--- src/rtl/if_fetch_unit.sv ---
// ============================================================================
// if_fetch_unit
// ----------------------------------------------------------------------------
// Instruction fetch front end. Issues one-word reads to instruction memory,
// collects the responses in a small FIFO and presents the FIFO head to the ID
// buffer together with PC+1 of that instruction. A redirect from a later stage
// empties the FIFO, reloads the PC, drops any response still in flight and
// flags a flush to the ID buffer for one cycle.
//
// Parameters
//   FETCH_DEPTH  fetch queue entries (2 or 4)
//
// Ports
//   clk          clock, all state updates on the rising edge
//   rst          synchronous active-high reset
//   imem_req     instruction memory read strobe
//   imem_addr    word address of the read (current PC)
//   imem_rdata   instruction word returned one cycle after imem_req
//   imem_rvalid  imem_rdata valid
//   stall        ID hazard hold, head entry is not consumed
//   br_taken     redirect request
//   br_target    redirect PC
//   out_instr    head instruction (zero when out_valid=0)
//   out_pc_next  PC+1 of head instruction (zero when out_valid=0)
//   out_valid    head entry valid
//   out_flush    flush/bubble to the ID buffer
// ============================================================================
module if_fetch_unit #(
    parameter int FETCH_DEPTH = 2
) (
    input  logic        clk,
    input  logic        rst,
    output logic        imem_req,
    output logic [5:0]  imem_addr,
    input  logic [15:0] imem_rdata,
    input  logic        imem_rvalid,
    input  logic        stall,
    input  logic        br_taken,
    input  logic [5:0]  br_target,
    output logic [15:0] out_instr,
    output logic [5:0]  out_pc_next,
    output logic        out_valid,
    output logic        out_flush
);

    localparam int PTR_W = $clog2(FETCH_DEPTH);
    localparam int CNT_W = PTR_W + 1;
    localparam logic [PTR_W-1:0] LAST_PTR  = PTR_W'(FETCH_DEPTH - 1);
    localparam logic [CNT_W:0]   DEPTH_OCC = (CNT_W + 1)'(FETCH_DEPTH);

    // 6-bit PC arithmetic wraps 63 -> 0 by construction.
    function automatic logic [5:0] pc_inc(input logic [5:0] pc);
        return pc + 6'd1;
    endfunction

    function automatic logic [PTR_W-1:0] ptr_inc(input logic [PTR_W-1:0] p);
        return (p == LAST_PTR) ? '0 : p + 1'b1;
    endfunction

    logic [5:0]       pc_p0;
    logic             req_vld_p1;
    logic [5:0]       req_pc_next_p1;
    logic [15:0]      q_instr   [FETCH_DEPTH];
    logic [5:0]       q_pc_next [FETCH_DEPTH];
    logic [PTR_W-1:0] wr_ptr;
    logic [PTR_W-1:0] rd_ptr;
    logic [CNT_W-1:0] count;
    logic             flush_q;

    logic [CNT_W:0]   occ;
    logic             wr_en;
    logic             rd_en;

    // Stage p0: request issue. Occupancy counts the response already in
    // flight so the queue can never be written while full.
    always_comb begin
        occ       = {1'b0, count} + {{CNT_W{1'b0}}, req_vld_p1};
        imem_req  = !rst && !br_taken && (occ < DEPTH_OCC);
        imem_addr = rst ? 6'd0 : pc_p0;
    end

    // Stage p1: response capture and head consumption. A redirect in the same
    // cycle wins over both, which also discards the response arriving now.
    always_comb begin
        out_valid   = !rst && (count != '0);
        out_instr   = out_valid ? q_instr[rd_ptr]   : 16'h0000;
        out_pc_next = out_valid ? q_pc_next[rd_ptr] : 6'd0;
        out_flush   = rst || flush_q;
        wr_en       = imem_rvalid && req_vld_p1 && !br_taken && !rst;
        rd_en       = out_valid && !stall && !br_taken;
    end

    always_ff @(posedge clk) begin
        if (rst) begin
            pc_p0      <= 6'd0;
            req_vld_p1 <= 1'b0;
            wr_ptr     <= '0;
            rd_ptr     <= '0;
            count      <= '0;
            flush_q    <= 1'b0;
        end else if (br_taken) begin
            pc_p0      <= br_target;
            req_vld_p1 <= 1'b0;
            wr_ptr     <= '0;
            rd_ptr     <= '0;
            count      <= '0;
            flush_q    <= 1'b1;
        end else begin
            flush_q    <= 1'b0;
            req_vld_p1 <= imem_req;
            if (imem_req) begin
                pc_p0 <= pc_inc(pc_p0);
            end
            if (wr_en) begin
                wr_ptr <= ptr_inc(wr_ptr);
            end
            if (rd_en) begin
                rd_ptr <= ptr_inc(rd_ptr);
            end
            case ({wr_en, rd_en})
                2'b10:   count <= count + 1'b1;
                2'b01:   count <= count - 1'b1;
                default: count <= count;
            endcase
        end
    end

    always_ff @(posedge clk) begin
        if (imem_req) begin
            req_pc_next_p1 <= pc_inc(pc_p0);
        end
        if (wr_en) begin
            q_instr[wr_ptr]   <= imem_rdata;
            q_pc_next[wr_ptr] <= req_pc_next_p1;
        end
    end

endmodule

--- config.mk ---
export PLATFORM = sky130hd
export DESIGN_NAME = if_fetch_unit
export DESIGN_NICKNAME = d
export VERILOG_FILES = /design/src/rtl/if_fetch_unit.sv
export SDC_FILE = /design/constraint.sdc
export NUM_CORES = 1
export LEC_CHECK = 0
export CORE_UTILIZATION = 44
export DETAILED_ROUTE_END_ITERATION = 8
export PLACE_DENSITY = 0.8
export SYNTH_ARGS = -nofsm -noshare
export SYNTH_HDL_FRONTEND = slang
export SYNTH_SLANG_ARGS = --single-unit
export TNS_END_PERCENT = 50
--- constraint.sdc ---
create_clock -name clk -period 2.1 [get_ports clk]
set_clock_uncertainty 0.1 [all_clocks]
set_input_delay 0.21 -clock clk [delete_from_list [all_inputs] [get_ports clk]]
set_output_delay 0.21 -clock clk [all_outputs]
set_load 0.02 [all_outputs]
# Word-level counts from Yosys, hierarchy flattened
# Memory sizes are Yosys's and may differ from the RTL's. A register that Yosys moved wholly into a read port is not among the register bits.
# Index checks and enable logic that the tools add are counted.
[op_classes] n_reduce_logical=16 mux=15 add_sub_neg=6 order_cmp=1 eq_ne=2
[op_table] operator="$mux 6" n=4
[op_table] operator="$mux 16" n=1
[op_table] operator="$mux 1" n=9
[op_table] operator="$logic_and 1x1->1" n=8
[op_table] operator="$add 6x1->6 const B" n=1
[op_table] operator="$reduce_bool 2->1" n=3
[op_table] operator="$pmux 2 s2" n=1
[op_table] operator="$add 2x1->3" n=1
[op_table] operator="$logic_not 1->1" n=3
[op_table] operator="$lt 3x2->1 const B" n=1
[op_table] operator="$add 1x1->1 const B" n=2
[op_table] operator="$add 2x1->2 const B" n=1
[op_table] operator="$eq 2x1->1 const B" n=1
[op_table] operator="$eq 2x2->1 const B" n=1
[op_table] operator="$reduce_or 2->1" n=1
[op_table] operator="$sub 2x1->2 const B" n=1
[op_table] operator="$logic_or 1x1->1" n=1
[totals] n_memories=2 output_inout_bits=31 ram_bits=44 register_bits=18 inputBits=27 elab_cells=49
[mem_list] memory="q_instr" depth=2 word_bits=16 read_ports=1 rd_clocked_by_memory_dff=1 wr=1 line_no="63" text="logic [15:0] q_instr [FETCH_DEPTH];"
[mem_list] memory="q_pc_next" depth=2 word_bits=6 read_ports=1 rd_clocked_by_memory_dff=1 wr=1 line_no="64" text="logic [5:0] q_pc_next [FETCH_DEPTH];"

# Longest topological paths before layout
# Gate-level depths: netlist (run 1).
[logic_depth] word_depth=6 mapped_depth=7 depth_no_buf=6

# Least setup slack after synthesis (run 1)
# Ideal clock, no wire load.
[synth_timing] path_type="reg-to-reg" from="register req_vld_p1" to="memory q_instr[0][0] (enable)" t_required_ns=1.599 period_less_slack_ns=1.989 path_buffers=0 stages_incl_launch_ff=3 setup_slack_ns=0.111 t_arrival_ns=1.488 path_cell_list="dfxtp_1 -> nand4bb_1 -> nor2_1"
[synth_between] elab_chain_cells=5
[synth_lines] item="from (decl)" line_no="61" text="logic req_vld_p1;"
[synth_lines] item="from (signal assigned)" line_no="110" text="req_vld_p1 <= imem_req;"
[synth_lines] item="$logic_and 1x1->1 (3 in a row)" line_no="89" text="wr_en = imem_rvalid && req_vld_p1 && !br_taken && !rst;"
[synth_lines] item="$mux 1" line_no="132" text="if (wr_en) begin"
[synth_lines] item="$mux 1 (implied by the code)" line_no="133" text="q_instr[wr_ptr] <= imem_rdata;"
[synth_lines] item="to (decl)" line_no="63"
# Every way passes these cells.

# Worst setup path in the final report (run 1)
[layout_timing] from="input port rst" to="output port imem_addr[3]"
[layout_between] elab_chain_cells=1
[layout_lines] item="from (decl)" line_no="32" text="input logic rst,"
[layout_lines] item="$mux 6" line_no="79" text="imem_addr = rst ? 6'd0 : pc_p0;"
[layout_lines] item="to (decl)" line_no="34" text="output logic [5:0] imem_addr,"
# Every way passes these cells.

==> impl_results.md, run 1 <==
- Gr usage total: between 15 and 20%
- PwrDens: 751.9 nW/um^2
- Final Non-Filler Cells: 331
- Vias in the first global route: ~1600
- Routed WL: approximately 4.3 mm
- Final WS setup: roughly 0.074 ns
- Worst-path clk slew: 0.07 ns
- Pre-CTS setup slack: -0.1084 ns
- Register bit total from synthesis: 63
- Worst-margin pin slew: about 0.35 ns
- Slew Viols, Final: 0
- Sequential share of the synthesized area: between 60% and 70%
- Slew headroom: 76.79%
- Routed met1 length: 1.836 mm
- Pwr Total: 2.611 mW
- Unrepaired setup endpoints after global routing: false
- Worst skew pair latency: around 0.32 ns
- Hpwl dp: 2.961 mm
- Syn nets: around 210
- DR iter-0 viols: between 70 and 80
- Fmax: just under 500 MHz
- Worst path required time: 1.79 ns
- Cts-stage hold buffer count: 0
- Final hold viol count: 0
- CP max-delay cell: clkdlybuf4s50_1
- Post-synth top flop: edfxtp_1
- CTS sink count: 63
- CTS tree: done
- Final TNS setup: 0 ns
- Final Cycle Share: a little under 100%
- Top Ports: slightly below 60
- Most used cell along the critical path: clkdlybuf4s50_1
- Std cell rows: 27
- Longest Clk Path Bufs: 2
- Post-synth EDFFs: 50
- First-pass GRT wire length: around 7.1 mm
- Core Util, Final: between 60% and 70%
- Area growth syn-to-layout: 37.38%
- Placed Cells: ~320
- Final net count: 283
- DRC Markers: 0
- Crit-path cells: clkdlybuf4s50_1 > buf_4 > and2b_1 > clkdlybuf4s50_1
- Mapped cell area: approximately 2500 um^2
- Outcome: finished clean
- Input/output buffers: between 50 and 60
- Antenna Nets Post-Route: 0
- Peak supply drop: between 0.0004 and 0.0005 V
- H-tree depth: 3
- Synth top cells by count: edfxtp_1, nor2_1, mux2i_1, dfxtp_1, inv_1
- Post-synth top area cell: edfxtp_1
- Final Setup Violations: 0
- Starting density of the core: 45.90%
- Share of cells above drive strength 1: approximately 11%
- Startpoint Class: primary input
- WP buf/inv: 3
- Hold Path Class: reg -> reg
- Async S/R FF share, synth: 0%
- Syn. warnings: 0
- Initial antenna violation count: 0
- Gp weighted congestion: ~0.8
- Max-cap violations: 0
- DR vias/cell: between 4 and 5
- Drt wl/cell: 13.06 um
- Netlist cell types: 28
- Setup crit end kind: output pin
- Antenna diode count: 0
- GR Overflow Total: 0
- Pleak: 1.312 nW
- Die Y: around 78 um
- Pin count of the biggest net entering global routing: 24
- Vias: roughly 1600
- Placeable Area: approximately 5500 um^2
- Chip width: 77.79 um
- Most common cell in the netlist: edfxtp_1
- WL met2: roughly 2.2 mm
- Die area: 6051 um^2
- CP Class: in -> out
- Area share of the largest cell type after synthesis: ~60%
- Number of buffers created by CTS: 9
- Synth area leaders: edfxtp_1, dfxtp_1, mux2i_1
- Critical path arrival: 1.72 ns
- Routed wl met3: between 200 and 250 um
- Pre-antenna DRT Iters: 4
- CP Max Fanout: 13
- Worst path max stage delay: ~0.6 ns
- Crit-path leading delay family: buffers and inverters
- Final Critical Period: just over 2 ns
- Synth Instances: 183
- Root buf cell: clkbuf_8
- Synth Area per Inst: 13.81 um^2
- Top sig layer: met4
-- per-stage QoR --
| stage | hold WS, ns | cell area, um^2 |
|---|---|---|
| 2_1_floorplan | 0.1824 | 2527 |
| 3_3_place_gp | 0.3229 | 3292 |
| 3_5_place_dp | 0.3344 | 3292 |
| 4_1_cts | 0.3518 | 3467 |
| 5_1_grt | 0.3494 | 3472 |
| 6_report | 0.3479 | 3472 |
-- worst register-to-register path, cell delays in order, from the launching register on --
cell      delay (ns)
dfxtp_1         0.38
a211o_1         0.30
buf_4           0.18
or4_1           0.40
a311oi_1        0.25
-- logic make-up after synthesis --
family	count (synthesis)	synth area share, %
flip-flops	63	69.70
AND/OR/NAND/NOR	55	9.851
multiplexers	23	9.109
AO/OA/AOI/OAI	16	4.554
buffers and inverters	15	2.673
XOR/XNOR	9	3.119
adder cells (fa/ha/maj)	2	0.9899
-- final timing paths --
| check | startpoint | end | slack [ns] | depth (start not counted) |
|---|---|---|---|---|
| worst max-delay path | rst | imem_addr[3] | 0.07 | 4 |
| worst min-delay path | req_pc_next_p1[0]$_DFFE_PP_ | q_pc_next[0][0]$_DFFE_PP_ | 0.35 | 0 |
| worst max register to register | count[0]$_SDFFE_PN0P_ | pc_p0[5]$_SDFFE_PP0P_ | 0.41 | 4 |
| worst min register to register | req_pc_next_p1[0]$_DFFE_PP_ | q_pc_next[0][0]$_DFFE_PP_ | 0.35 | 0 |
-- sequential cells by signal (all words and copies together) (netlist names), named ones only --
register / flops
count: 2
flush_q: 1
pc_p0: 6
q_instr: 32
q_pc_next: 12
rd_ptr: 1
req_pc_next_p1: 6
req_vld_p1: 1
wr_ptr: 1
-- power by group --
part           switching (mW)  leakage, nW  internal (mW)
logic                  0.0666        0.649         0.0918
registers              0.0164        0.561           1.37
clock network           0.406        0.102          0.659
total                   0.489         1.31           2.12
-- layer usage --
metal  vias to the layer above  global-route usage, %
li1                        800                      -
met1                       754                  17.73
met2                        48                  27.61
met3                         6                  5.176
met4                         0                  6.792
met5                         -                      0
-- cell usage in the layout (no fill, tap or decap), types with 3 or more instances in the layout --
cell type	count
a311oi_1	3
buf_12	4
buf_4	8
clkbuf_8	9
clkdlybuf4s50_1	32
dfxtp_1	13
dlygate4sd2_1	23
edfxtp_1	50
inv_1	6
mux2i_1	23
nand3_1	3
nor2_1	37
nor2b_1	3
o21ai_0	4
or3_1	3
xnor2_1	5
xor2_1	4
-- final cells by class --
class	instances	area, um^2
Fill cell	423	2034
Sequential cell	63	1762
Multi-Input combinational cell	105	706.9
Timing Repair Buffer	69	686.9
Clock buffer	11	131.4
Tap cell	72	90.09
Clock inverter	5	72.57
Inverter	6	22.52
-- repair_timing --
action | in CTS | in global routing
resized for setup | 23 | 2
endpoints found under the setup margin | 23 | 2
gates cloned | 0 | 0
buffers inserted | 0 | 0
No activity file was read; power rests on OpenSTA's default activity.
==> inputs of run 2 (changes only) <==
--- a/config.mk
+++ b/config.mk
@@ -5,9 +5,9 @@
 export SDC_FILE = /design/constraint.sdc
 export NUM_CORES = 1
 export LEC_CHECK = 0
-export CORE_UTILIZATION = 44
+export CORE_UTILIZATION = 49
 export DETAILED_ROUTE_END_ITERATION = 8
-export PLACE_DENSITY = 0.8
+export PLACE_DENSITY = 0.84
 export SYNTH_ARGS = -nofsm -noshare
 export SYNTH_HDL_FRONTEND = slang
 export SYNTH_SLANG_ARGS = --single-unit
==> constraint.sdc (replaced) <==
create_clock -name clk -period 1.9 [get_ports clk]
set_clock_uncertainty 0.1 [all_clocks]
set_input_delay 0.19 -clock clk [delete_from_list [all_inputs] [get_ports clk]]
set_output_delay 0.19 -clock clk [all_outputs]
set_load 0.02 [all_outputs]
==> impl_results.md, run 2 (synthesized netlist as in run 1, its figures left out) <==
- Pin count of the biggest net entering global routing: 24 (unchanged)
- Pleak: 1.337 nW (+1.9%)
- Antenna Nets Post-Route: 0 (unchanged)
- Share of cells above drive strength 1: 12.31% (+1.1 points)
- Root buf cell: clkbuf_8
- Clock share of power: 37.2% (-3.6 points)
- CP max-delay cell: clkdlybuf4s50_1
- Worst-path clk slew: 0.07 ns (about the same)
- Fmax: about 550 MHz
- Unrepaired setup endpoints after global routing: false
- CP Class: in -> out
- Hold Path Class: in -> reg
- Hold Path Cell Cnt: 3 (+3)
- Die Y: 73.82 um (-5.1%)
- Largest register by flop count: q_instr
- Setup crit end kind: output pin
- Input/output buffers: 57 (unchanged)
- CP Max Fanout: 23 (+10)
- Most frequent cells in the layout: edfxtp_1, nor2_1, dlygate4sd2_1, clkdlybuf4s50_1, mux2i_1
- Vias in the first global route: 1532 (-1.5%)
- CTS tree: done
- Initial antenna violation count: 0 (unchanged)
- Slew headroom: 75.54% (-1.2 points)
- Top Ports: 58 (unchanged)
- Switching pwr: 559.1 uW (+14%)
- Worst Hold Path EP: pc_p0[1]$_SDFFE_PP0P_
- Die area: 5449 um^2 (-9.9%)
- DRC Markers: 0 (unchanged)
- Worst path required time: 1.61 ns (-0.18 ns)
- Number of buffers created by CTS: 9 (unchanged)
- Largest register FFs: 32 (unchanged)
- Max-cap violations: 0 (unchanged)
- Startpoint of the worst hold path: br_target[1]
- Area growth syn-to-layout: 36.04%
- Antenna diode count: 0 (unchanged)
- Worst reg2reg endpoint: pc_p0[5]$_SDFFE_PP0P_
- Final Cycle Share: between 90% and 100%
- First-pass GRT wire length: 6.955 mm (-2.4%)
- Placeable Area: 4848 um^2 (-12%)
- Peak supply drop: 0.0003563 V (-17%)
- Switching power share of the total: 20.62% (+1.9 points)
- Final net count: 284 (+0.35%)
- Startpoint Class: primary input
- Worst skew pair latency: 0.33 ns (about the same)
- Slew Viols, Final: 0 (unchanged)
- Final WS setup: 0.08607 ns (+0.01186 ns)
- Longest Clk Path Bufs: 2 (unchanged)
- H-tree depth: 3 (unchanged)
- Gr usage total: 17.86% (+2.0 points)
- Flop pwr share: 56.5% (+3.4 points)
- Worst path max stage delay: 0.47 ns (-0.13 ns)
- Crit-path leading delay family: buffers and inverters
- Hpwl dp: 2.928 mm (-1.1%)
- DR iter-0 viols: 68 (-12%)
- Comb power frac: 6.2% (about the same)
- Worst-margin pin slew: 0.3664 ns (+0.01860 ns)
- Outcome: finished clean
- Final hold viol count: 0 (unchanged)
- CTS sink count: 63 (unchanged)
- Reg-to-reg slack, setup: 0.24 ns (-0.17 ns)
- Final Non-Filler Cells: 327 (-1.2%)
- Starting density of the core: 52.13% (+6.2 points)
- Critical path arrival: 1.52 ns (-0.20 ns)
- GR Overflow Total: 0 (unchanged)
- Most common cell after layout, fill and taps aside: edfxtp_1
- Routed WL: 4.312 mm (-0.28%)
- Final Critical Period: roughly 1.8 ns
- Chip width: 73.82 um (-5.1%)
- RR Startpoint: count[0]$_SDFFE_PN0P_
- Placed Cells: 311 (-1.3%)
- Cts-stage hold buffer count: 0 (unchanged)
- DR vias/cell: 4.924 (+1.3%)
- Crit-path cells: clkdlybuf4s50_1 > o21bai_2 > buf_12 > nor2_1 > dlygate4sd2_1
- Std cell rows: 25 (-7.4%)
- Pre-antenna DRT Iters: 5 (+1)
- Regs by FF count: q_instr x32, q_pc_next x12
- WP buf/inv: 3 (unchanged)
- Pre-CTS setup slack: -0.2113 ns (-0.1029 ns)
- Vias: 1610 (+0.12%)
- Worst R2R Path Depth: 4 (unchanged)
- Gp weighted congestion: 0.8676 (+7.3%)
- Final Setup Violations: 0 (unchanged)
- Drt wl/cell: 13.19 um (+0.94%)
- PwrDens: 788.8 nW/um^2 (+4.9%)
- Cell internal pwr: 2.153 mW (+1.5%)
-- run 2: how the worst max path moves through the flow --
stage,start,end,slack (ns),cells after the start
floorplan,req_vld_p1$_SDFF_PN0_,q_instr[0][0]$_DFFE_PP_,-0.09,2
global placement,rst,imem_req,-0.17,4
detailed placement,rst,out_pc_next[0],-0.21,5
CTS,rst,imem_addr[4],0.01,4
global route,rst,out_pc_next[0],0.009,5
finish,rst,out_pc_next[4],0.09,5
-- run 2: metal layers --
| layer | vias up | GRT usage (%) | routed length [um] |
|---|---|---|---|
| li1 | 799 | - | - |
| met1 | 755 | 20.66 | 1910 |
| met2 | 50 | 29.66 | 2120 |
| met3 | 6 | 5.487 | 221 |
| met4 | 0 | 9.615 | 59 |
| met5 | - | 0 | 0 |
-- run 2: what timing repair did --
action / 4_1_cts / 5_1_grt
cloned: 0 / 0
resized for setup: 29 / 3
endpoints found under the hold margin: 0 / 0
setup buffers: 0 / 0
endpoints found under the setup margin: 29 / 6
pin swaps: 0 / 0
-- run 2: power by group through the flow --
stage	Sequential, mW	Combinational [mW]	Clock, mW
final	1.53	0.169	1.01
after global routing	1.54	0.184	1.09
after CTS	1.53	0.171	1.03
after detailed placement	1.56	0.175	0
after global placement	1.56	0.170	0
after floorplan	1.56	0.0752	0
-- run 2: tightest hold or removal path, stage by stage --
cell and delay (ns):
clkdlybuf4s50_1 0.39, nor2_1 0.08, a211oi_1 0.05
-- run 2: cell type report --
| cell class | count | area [um^2] |
|---|---|---|
| clock buffers | 12 | 156.4 |
| clock inverters | 4 | 18.77 |
| fillers | 355 | 1410 |
| inverters | 6 | 22.52 |
| multi-input cells | 105 | 706.9 |
| flip-flops and latches | 63 | 1763 |
| well taps | 67 | 83.83 |
| repair buffers | 70 | 686.9 |
-- run 2: stage by stage --
| stage | utilization (%) | TNS, ns | area, um^2 | hold slack (ns) | power (mW) |
|---|---|---|---|---|---|
| after floorplan | - | -3.909 | 2527 | 0.1624 | 1.633 |
| after global placement | 67.92 | -3.885 | 3293 | 0.3221 | 1.730 |
| after detailed placement | 67.92 | -4.839 | 3293 | 0.3348 | 1.738 |
| after CTS | 70.79 | 0 | 3432 | 0.3216 | 2.732 |
| after global routing | 70.92 | 0 | 3438 | 0.3325 | 2.811 |
| final | 70.92 | 0 | 3438 | 0.3361 | 2.712 |
